--- src/rtl/spi_wrapper_if.sv ---
`default_nettype none
// ============================================================================
// Module      : spi_wrapper_if
// Description : SPI slave-side signal bundle (sck, sdi, cs) between the MCU
//               (master modport) and the coefficient receiver (slave modport).
//               sck : SPI clock, free-running, asynchronous to clk
//               sdi : serial data, MSB first, sampled on sck rise
//               cs  : chip select, active-low
// Revision    : 1.0 - initial release
// ============================================================================
interface spi_wrapper_if;
  logic sck;
  logic sdi;
  logic cs;

  modport master (output sck, output sdi, output cs);
  modport slave  (input  sck, input  sdi, input  cs);
endinterface
`default_nettype wire

--- src/rtl/spi_wrapper.sv ---
`default_nettype none
// ============================================================================
// Module      : spi_wrapper
// Description : SPI slave that receives 336-bit frames and extracts 15 signed
//               16-bit biquad coefficients (low/mid/high x b0,b1,b2,a1,a2).
//               All SPI lines are oversampled in the clk domain; a frame is
//               found by sliding-window search for the sync word in the top
//               16 bits of the shift register.
// Ports       : clk          system clock
//               reset        asynchronous, active-low reset
//               spi          SPI lines (slave modport: sck, sdi, cs)
//               low_*/mid_*/high_*  registered coefficients, held until the
//                            next good frame
//               valid_out    high while outputs hold a set captured in the
//                            current CS-low session
// Revision    : 1.0 - initial release
// ============================================================================
module spi_wrapper #(
  parameter int          FRAME_BITS  = 336,
  parameter logic [15:0] SYNC_WORD   = 16'hAA55,
  parameter int          SYNC_STAGES = 2
) (
  input  logic               clk,
  input  logic               reset,
  spi_wrapper_if.slave       spi,
  output logic signed [15:0] low_b0,
  output logic signed [15:0] low_b1,
  output logic signed [15:0] low_b2,
  output logic signed [15:0] low_a1,
  output logic signed [15:0] low_a2,
  output logic signed [15:0] mid_b0,
  output logic signed [15:0] mid_b1,
  output logic signed [15:0] mid_b2,
  output logic signed [15:0] mid_a1,
  output logic signed [15:0] mid_a2,
  output logic signed [15:0] high_b0,
  output logic signed [15:0] high_b1,
  output logic signed [15:0] high_b2,
  output logic signed [15:0] high_a1,
  output logic signed [15:0] high_a2,
  output logic               valid_out
);

  localparam int          c_NUM_COEF = 15;
  localparam int          c_COEF_MSB = c_NUM_COEF * 16 - 1;
  localparam logic [15:0] c_UNITY    = 16'h4000;

  // Receiver states: IDLE while cs is high, HUNT while searching for the
  // sync word, LOCK once a frame has been captured in this CS session.
  localparam logic [1:0] c_ST_IDLE = 2'd0;
  localparam logic [1:0] c_ST_HUNT = 2'd1;
  localparam logic [1:0] c_ST_LOCK = 2'd2;

  logic [SYNC_STAGES-1:0] r_sck_sync;
  logic [SYNC_STAGES-1:0] r_sdi_sync;
  logic [SYNC_STAGES-1:0] r_cs_sync;
  logic                   r_sck_d;

  logic [FRAME_BITS-1:0]  r_shift;
  logic                   r_shifted;   // a shift happened on the previous clk
  logic [1:0]             r_state;
  logic [1:0]             w_state_nxt;

  logic [15:0]            r_coef [c_NUM_COEF];
  logic                   r_valid;

  logic w_sck_s;
  logic w_sdi_s;
  logic w_cs_high;
  logic w_sck_rise;
  logic w_match;
  logic w_clear;
  logic w_shift_en;
  logic w_load;

  // --------------------------------------------------------------------------
  // Input synchronizers. cs resets high so the receiver starts deselected.
  // --------------------------------------------------------------------------
  always_ff @(posedge clk or negedge reset) begin
    if (!reset) begin
      r_sck_sync <= '0;
      r_sdi_sync <= '0;
      r_cs_sync  <= '1;
      r_sck_d    <= 1'b0;
    end else begin
      r_sck_sync <= {r_sck_sync[SYNC_STAGES-2:0], spi.sck};
      r_sdi_sync <= {r_sdi_sync[SYNC_STAGES-2:0], spi.sdi};
      r_cs_sync  <= {r_cs_sync[SYNC_STAGES-2:0], spi.cs};
      r_sck_d    <= w_sck_s;
    end
  end

  assign w_sck_s    = r_sck_sync[SYNC_STAGES-1];
  assign w_sdi_s    = r_sdi_sync[SYNC_STAGES-1];
  assign w_cs_high  = r_cs_sync[SYNC_STAGES-1];
  assign w_sck_rise = w_sck_s & ~r_sck_d;

  // Only evaluated on the clk right after a shift, so a stale window can
  // never re-trigger a capture.
  assign w_match = r_shifted && (r_shift[FRAME_BITS-1 -: 16] == SYNC_WORD);

  // --------------------------------------------------------------------------
  // FSM: state register
  // --------------------------------------------------------------------------
  always_ff @(posedge clk or negedge reset) begin
    if (!reset) begin
      r_state <= c_ST_IDLE;
    end else begin
      r_state <= w_state_nxt;
    end
  end

  // --------------------------------------------------------------------------
  // FSM: next-state logic
  // --------------------------------------------------------------------------
  always_comb begin
    w_state_nxt = r_state;
    case (r_state)
      c_ST_IDLE: if (!w_cs_high) w_state_nxt = c_ST_HUNT;
      c_ST_HUNT: begin
        if (w_cs_high)    w_state_nxt = c_ST_IDLE;
        else if (w_match) w_state_nxt = c_ST_LOCK;
      end
      c_ST_LOCK: if (w_cs_high) w_state_nxt = c_ST_IDLE;
      default:   w_state_nxt = c_ST_IDLE;
    endcase
  end

  // --------------------------------------------------------------------------
  // FSM: outputs. Shifting is allowed in IDLE as well so that an sck rise
  // arriving in the same clk that cs is first seen low is not lost.
  // --------------------------------------------------------------------------
  always_comb begin
    w_clear    = w_cs_high;
    w_shift_en = 1'b0;
    w_load     = 1'b0;
    if (!w_cs_high && (r_state != c_ST_LOCK)) begin
      w_shift_en = w_sck_rise;
      w_load     = (r_state == c_ST_HUNT) && w_match;
    end
  end

  // --------------------------------------------------------------------------
  // Frame shift register
  // --------------------------------------------------------------------------
  always_ff @(posedge clk or negedge reset) begin
    if (!reset) begin
      r_shift   <= '0;
      r_shifted <= 1'b0;
    end else if (w_clear) begin
      r_shift   <= '0;
      r_shifted <= 1'b0;
    end else begin
      r_shifted <= w_shift_en;
      if (w_shift_en) begin
        r_shift <= {r_shift[FRAME_BITS-2:0], w_sdi_s};
      end
    end
  end

  // --------------------------------------------------------------------------
  // Coefficient bank and valid flag. Coefficient k sits at frame bits
  // [239-16k -: 16]; every fifth entry is a b0 and resets to unity gain.
  // --------------------------------------------------------------------------
  always_ff @(posedge clk or negedge reset) begin
    if (!reset) begin
      r_valid <= 1'b0;
      for (int k = 0; k < c_NUM_COEF; k++) begin
        r_coef[k] <= ((k % 5) == 0) ? c_UNITY : 16'h0000;
      end
    end else if (w_clear) begin
      r_valid <= 1'b0;
    end else if (w_load) begin
      r_valid <= 1'b1;
      for (int k = 0; k < c_NUM_COEF; k++) begin
        r_coef[k] <= r_shift[c_COEF_MSB - 16*k -: 16];
      end
    end
  end

  assign low_b0    = r_coef[0];
  assign low_b1    = r_coef[1];
  assign low_b2    = r_coef[2];
  assign low_a1    = r_coef[3];
  assign low_a2    = r_coef[4];
  assign mid_b0    = r_coef[5];
  assign mid_b1    = r_coef[6];
  assign mid_b2    = r_coef[7];
  assign mid_a1    = r_coef[8];
  assign mid_a2    = r_coef[9];
  assign high_b0   = r_coef[10];
  assign high_b1   = r_coef[11];
  assign high_b2   = r_coef[12];
  assign high_a1   = r_coef[13];
  assign high_a2   = r_coef[14];
  assign valid_out = r_valid;

endmodule
`default_nettype wire

--- src/flat_wrapper.sv ---
// flat-port wrapper written by rule: the top's interface ports become plain ports
module spi_wrapper_flat 
#(
  parameter int          FRAME_BITS  = 336,
  parameter logic [15:0] SYNC_WORD   = 16'hAA55,
  parameter int          SYNC_STAGES = 2
)
  (clk, reset, low_b0, low_b1, low_b2, low_a1, low_a2, mid_b0, mid_b1, mid_b2, mid_a1, mid_a2, high_b0, high_b1, high_b2, high_a1, high_a2, valid_out, spi_sck, spi_sdi, spi_cs);
  spi_wrapper_if spi_i ();
  input  logic clk;
  input  logic reset;
  output logic signed [15:0] low_b0;
  output logic signed [15:0] low_b1;
  output logic signed [15:0] low_b2;
  output logic signed [15:0] low_a1;
  output logic signed [15:0] low_a2;
  output logic signed [15:0] mid_b0;
  output logic signed [15:0] mid_b1;
  output logic signed [15:0] mid_b2;
  output logic signed [15:0] mid_a1;
  output logic signed [15:0] mid_a2;
  output logic signed [15:0] high_b0;
  output logic signed [15:0] high_b1;
  output logic signed [15:0] high_b2;
  output logic signed [15:0] high_a1;
  output logic signed [15:0] high_a2;
  output logic valid_out;
  input wire logic [$bits(spi_i.sck)-1:0] spi_sck;
  input wire logic [$bits(spi_i.sdi)-1:0] spi_sdi;
  input wire logic [$bits(spi_i.cs)-1:0] spi_cs;
  assign spi_i.sck = spi_sck;
  assign spi_i.sdi = spi_sdi;
  assign spi_i.cs = spi_cs;
  spi_wrapper #(.FRAME_BITS(FRAME_BITS), .SYNC_WORD(SYNC_WORD), .SYNC_STAGES(SYNC_STAGES)) u_core (.clk(clk), .reset(reset), .spi(spi_i), .low_b0(low_b0), .low_b1(low_b1), .low_b2(low_b2), .low_a1(low_a1), .low_a2(low_a2), .mid_b0(mid_b0), .mid_b1(mid_b1), .mid_b2(mid_b2), .mid_a1(mid_a1), .mid_a2(mid_a2), .high_b0(high_b0), .high_b1(high_b1), .high_b2(high_b2), .high_a1(high_a1), .high_a2(high_a2), .valid_out(valid_out));
endmodule
--- config.mk ---
export PLATFORM = sky130hd
export DESIGN_NAME = spi_wrapper_flat
export DESIGN_NICKNAME = d
export VERILOG_FILES = /design/src/rtl/spi_wrapper_if.sv /design/src/rtl/spi_wrapper.sv /design/src/flat_wrapper.sv
export SDC_FILE = /design/constraint.sdc
export NUM_CORES = 1
export LEC_CHECK = 0
export CORE_ASPECT_RATIO = 1.4
export CORE_MARGIN = 2
export CORE_UTILIZATION = 48
export DETAILED_ROUTE_END_ITERATION = 6
export HOLD_SLACK_MARGIN = 0.08
export PLACE_DENSITY = 0.7
export SLEW_MARGIN = 20
export SYNTH_ARGS = -nofsm -noshare
export SYNTH_HDL_FRONTEND = slang
export SYNTH_SLANG_ARGS = --single-unit
--- constraint.sdc ---
create_clock -name clk -period 4.8 [get_ports clk]
set_input_delay 0.48 -clock clk [delete_from_list [all_inputs] [get_ports clk]]
set_output_delay 0.48 -clock clk [all_outputs]
set_load 0.01 [all_outputs]
==> results.json, run 1 <==
{
  "grt_pass1_vias": 12250,
  "dieArea_um2": 46870,
  "grt_remaining_overflow": 0,
  "post-place-ws_ns": 1.821,
  "syn_area_um2": 21660,
  "hold_class": "in2reg",
  "start_util": 0.4837,
  "cp_top_family": "simple AND/OR/NAND/NOR gates",
  "async_flop_share": 1.000,
  "synth_ff_type": "dfrtp_1",
  "cts-root-buf": "clkbuf_16",
  "max_slew_margin": 0.4112,
  "setup_viol": 0,
  "largest_register_ffs": 336,
  "synth_top_area_cell": "dfrtp_1",
  "finalNetCount": 1502,
  "grt_start_max_net_pins": 171,
  "vias": 11780,
  "grt_usage": 0.1821,
  "worstSetupPathType": "reg2reg",
  "viasPerCell": 5.600,
  "synth_area_leaders": "dfrtp_1 (67%), a22o_1 (14%), mux2_4 (12%), mux2_2 (3.2%), clkbuf_1 (1.3%)",
  "yosys.area_share.adder": 0,
  "finalWorstSetupSlack_ns": 1.817,
  "die_w_um": 183.5,
  "clock_skew_ns": 0.01470,
  "synthSimpleGateAreaFrac": 0.003986,
  "synth_edf_count": 0,
  "synth_mux_area_frac": 0.1556,
  "leakagePower_uw": 0.01316,
  "place_area_um2": 24500,
  "min_period_over_period": 0.6215,
  "ctsHtreeMaxLevel": 2,
  "critPathMaxFanout": 108,
  "slowest_stage": "or4b_4",
  "crit_buf_inv": 1,
  "dp_hpwl_um": 24710,
  "synth_xor_xnor_area_share": 0,
  "largest_register": "u_core.r_shift",
  "final_cell_area_um2": 26380,
  "status": "completed",
  "cts_sinks": 587,
  "cts.clk_slew.worst_paths_ns": 0.06,
  "clock_path_buffers": 3,
  "netlist_instances": 1281,
  "ir_drop_mv": 0.3173,
  "worst_setup_path_start_kind": "register",
  "critPathMaxStageDelay_ns": 0.86,
  "min_period_ns": 2.983,
  "tritoncts": "yes",
  "synthToLayoutAreaGrowth_pct": 21.81,
  "yosysTopAreaCellShare": 0.6724,
  "hold_slack_ns": 0.3187,
  "synth_top_family_by_area": "multiplexers",
  "hold_violations": 0,
  "n_fill_cell": 3342,
  "rows": 92,
  "clock_latency_ns": 0.57,
  "end_kind": "register",
  "ys_ff_latch": 587,
  "drt_iter0_markers": 782,
  "dr.pass1.iters": 4,
  "drc_errors": 0,
  "power.density_nw_per_um2": 365.3,
  "wl_um": 42390,
  "cts_buffers": 55,
  "grt_pass1_wl_um": 69920,
  "diodes": 0,
  "syn_nets": 1286,
  "worst_slew_pin_slew_ns": 0.8832,
  "slew_viol_final": 0,
  "post-cts-setup-buffers": 0,
  "synth_seq_area_share": 0.6784,
  "final_layout_size_suffix_gt1_frac": 0.2281,
  "pin_count": 246,
  "ant_nets": 0,
  "synth.distinct_cells": 20,
  "cp_data_arrival_time_ns": 3.43,
  "grt_setup_unrepaired": "false",
  "synth-compound-area-share": 0.1366,
  "gp_congestion": 0.7639,
  "port_buffers": 245,
  "coreArea_um2": 44780,
  "antenna_found_initial": 0,
  "cp_cell_sequence": "nor4b_1 -> nand4_1 -> or4b_4 -> buf_12 -> mux2_4",
  "max_freq_mhz": 335.2,
  "required_ns": 5.25,
  "wire_per_inst_um": 20.15,
  "ys_warn_count": 0,
  "max_cap_violations": 0,
  "avgSynthCellArea_um2": 16.91,
  "fin_tns_setup_ns": 0,
  "die_height_um": 255.4
}
[area by class of cell]
type                    instances  area, um2  area share
inverters                       2      7.507   0.0002845
repair buffers                261       2671      0.1012
well taps                     564      705.7     0.02675
multi-input cells             590       6439      0.2440
flip-flops and latches        587      14700      0.5570
clock inverters                19      265.3     0.01005
clock buffers                  80       1600     0.06065
[cells by family after synthesis]
logic type,count (synthesis)
compound gates,339
buf+inv,104
flops,587
mux,240
simple gates,11
[cell usage after synthesis, types with 5 or more instances]
library cell / count
clkbuf_1: 73
mux2_4: 178
buf_2: 7
a22o_1: 336
buf_6: 20
mux2_2: 62
dfstp_2: 5
dfrtp_1: 582
[routing by layer]
layer	part of all wire	track usage	wire length (um)	vias to the layer above
li1	-	-	-	5211
met1	0.45	0.2606	19080	6261
met2	0.48	0.2875	20510	245
met3	0.045	0.03364	1907	59
met4	0.021	0.05000	881	0
met5	0	0	0	-
[what timing repair did]
action                                 in CTS  in global routing
resized for setup                           0                  0
endpoints found under the hold margin      75                  0
hold buffers                                1                  0
[cell usage in the layout (no fill, tap or decap), drive strengths merged, types with 2 or more instances in the layout]
master         count
dfstp              5
nand4              2
buf               16
mux2             240
a22o             336
nor2b              2
inv                5
nor4b              2
bufinv             6
dfrtp            582
clkbuf            80
clkdlybuf4s50    244
clkinv             9
o21ai              2
[through the flow]
stage	utilization	cells	power (uW)
after CTS	0.5891	2103	9752
after detailed placement	0.5473	2003	5258
after floorplan	-	1281	5127
after global placement	0.5473	2003	5254
after global routing	0.5892	2103	9962
final	0.5892	2103	9639
[path summary, 6_finish.rpt]
kind                                                       from                               to  slack, ns  cells after the start
worst max register to register  u_core.r_shift[325]$_DFFE_PN0P_     u_core.mid_a2[7]$_DFFE_PN0P_       1.82                      5
worst min-delay path                                     spi_cs    u_core.r_cs_sync[0]$_DFF_PN1_       0.32                      1
worst min register to register   u_core.r_sdi_sync[0]$_DFF_PN0_   u_core.r_sdi_sync[1]$_DFF_PN0_       0.35                      0
worst max-delay path            u_core.r_shift[325]$_DFFE_PN0P_     u_core.mid_a2[7]$_DFFE_PN0P_       1.82                      5
min in group asynchronous                                 reset  u_core.r_shift[308]$_DFFE_PN0P_       0.48                      2
max in group asynchronous                                 reset    u_core.high_b0[0]$_DFFE_PN0P_       3.01                      3
[where the power goes]
group / total, uW / switching, uW / internal, uW
Clock: 4480 / 1840 / 2640
Sequential: 4960 / 3.14 / 4950
Combinational: 205 / 183 / 22.8
Total: 9640 / 2030 / 7610
Note: power is estimated with default switching activity, not from simulation.
==> run 2, diff against run 1 <==
Clock period 4.8 ns to 3 ns, I/O delays scaled along.
==> run 2 against run 1 <==
Non-clock buffer count increased by 16. Register-to-register slack worse by 1.4 ns. Hold slack got worse by 0.19 ns. Clock skew increased by 0.00078 ns. Count of clock-buffer cells in the layout fell by 1. Sequential cell count unchanged. Setup slack lost 1.4 ns. Clock power grew 63%. Sequential share of layout area is 0.69 points lower. Cell count grew 0.90%. Critical endpoint is now u_core.high_b1[1]$_DFFE_PN0P_. Largest power group unchanged.
==> results.json, run 2 (same netlist as run 1, synthesis figures left out) <==
{
  "status": "completed",
  "seqPwrFrac": 0.509,
  "hold_slack_ns": 0.1299,
  "synthToLayoutAreaGrowth_pct": 23.32,
  "ant_nets": 0,
  "cp_cell_sequence": "nor4b_1 -> nand4_1 -> or4b_4 -> buf_12 -> mux2_4",
  "worst_slew_pin_slew_ns": 0.7375,
  "port_buffers": 245,
  "die_w_um": 183.5,
  "grt_remaining_overflow": 0,
  "drt_iter0_markers": 640,
  "min_period_ns": 2.547,
  "final_layout_size_suffix_gt1_frac": 0.2388,
  "die_height_um": 255.4,
  "cts-root-buf": "clkbuf_16",
  "leakagePower_uw": 0.01330,
  "p_comb_frac": 0.023,
  "clock_path_buffers": 3,
  "p_sw_uw": 3289,
  "rows": 92,
  "cts.clk_slew.worst_paths_ns": 0.06,
  "worst_setup_path_start_kind": "register",
  "mostFrequentLayoutCells": "dfrtp_1 (582), a22o_1 (336), clkdlybuf4s50_1 (244)",
  "crit_cells": 5,
  "antenna_found_initial": 0,
  "grt_pass1_vias": 12500,
  "start_util": 0.4837,
  "crit_start": "u_core.r_shift[325]$_DFFE_PN0P_",
  "worstSetupPathType": "reg2reg",
  "diodes": 0,
  "regToRegStartpoint": "u_core.r_shift[325]$_DFFE_PN0P_",
  "clkPwrFrac": 0.468,
  "vias": 11870,
  "grt_usage": 0.1880,
  "cp_data_arrival_time_ns": 3.00,
  "slew_viol_final": 0,
  "slowest_stage": "or4b_4",
  "final_common_cell": "dfrtp_1",
  "finalNetCount": 1518,
  "grt_setup_unrepaired": "false",
  "cts_sinks": 587,
  "final_cell_area_um2": 26710,
  "hold_violations": 0,
  "ir_drop_mv": 0.4847,
  "gp_congestion": 0.7444,
  "clock_latency_ns": 0.58,
  "largest_register": "u_core.r_shift",
  "worst-r2r-cell-count": 5,
  "setup_viol": 0,
  "total_power_uw": 15570,
  "power.density_nw_per_um2": 582.9,
  "dp_hpwl_um": 25880,
  "power.internal_uw": 12280,
  "max_freq_mhz": 392.6,
  "drc_errors": 0,
  "wl_um": 43350,
  "grt_start_max_net_pins": 140,
  "coreArea_um2": 44780,
  "crit_buf_inv": 1,
  "clock_skew_ns": 0.01548,
  "holdPathStages": 1,
  "required_ns": 3.45,
  "dieArea_um2": 46870,
  "dr.pass1.iters": 6,
  "critPathMaxFanout": 39,
  "utilization": 0.5966,
  "tritoncts": "yes",
  "viasPerCell": 5.592,
  "hold_class": "in2reg",
  "fin_tns_setup_ns": 0,
  "end_kind": "register",
  "place_area_um2": 24780,
  "largest_register_ffs": 336,
  "pin_count": 246,
  "ctsHtreeMaxLevel": 2,
  "min_from": "spi_cs",
  "max_cap_violations": 0,
  "critPathMaxStageDelay_ns": 0.83,
  "wire_per_inst_um": 20.43,
  "min_period_over_period": 0.8490,
  "cts_buffers": 55,
  "max_slew_margin": 0.5083,
  "swShare": 0.2112,
  "grt_pass1_wl_um": 72040,
  "cp_top_family": "simple AND/OR/NAND/NOR gates"
}
## run 2: worst paths after layout
check                                                   to  slack [ns]
max                          u_core.high_b1[1]$_DFFE_PN0P_        0.45
min                          u_core.r_cs_sync[0]$_DFF_PN1_        0.13
max reg2reg                  u_core.high_b1[1]$_DFFE_PN0P_        0.45
min reg2reg                 u_core.r_sdi_sync[1]$_DFF_PN0_        0.35
max in group asynchronous     u_core.mid_b2[7]$_DFFE_PN0P_        1.72
min in group asynchronous  u_core.r_shift[313]$_DFFE_PN0P_        0.28
## run 2: through the flow
stage	std cells	setup slack, ns
after floorplan	1281	0.8801
after global placement	2019	0.4525
after global routing	2122	0.2776
final	2122	0.4531
after CTS	2122	0.4604
after detailed placement	2019	0.4816
## run 2: layout make-up
cell class,instances,area (um2)
Fill cell,3384,18060
Sequential cell,587,14700
Multi-Input combinational cell,590,6439
Timing Repair Buffer,277,2938
Clock buffer,79,1629
Tap cell,564,705.7
Clock inverter,23,299.0
Inverter,2,7.507
## run 2: layer usage
metal,routed length [um],part of all wire,up-vias,GRT usage
li1,-,-,5247,-
met1,19180,0.44,6298,0.2628
met2,20990,0.48,251,0.2970
met3,2018,0.047,70,0.03820
met4,1164,0.027,0,0.05978
met5,0,0,-,0
## run 2: power by group through the flow
stage | sequential (uW) | clock [uW] | combinational (uW)
floorplan | 8070 | 0 | 129
global placement | 8070 | 0 | 356
detailed placement | 8080 | 0 | 365
CTS | 7930 | 7450 | 367
global route | 7920 | 7770 | 406
finish | 7930 | 7290 | 354
## run 2: timing repair
action,4_1_cts,5_1_grt
hold endpoints to repair,57,0
resized for setup,0,0
hold buffers,1,0
buffers inserted,0,0
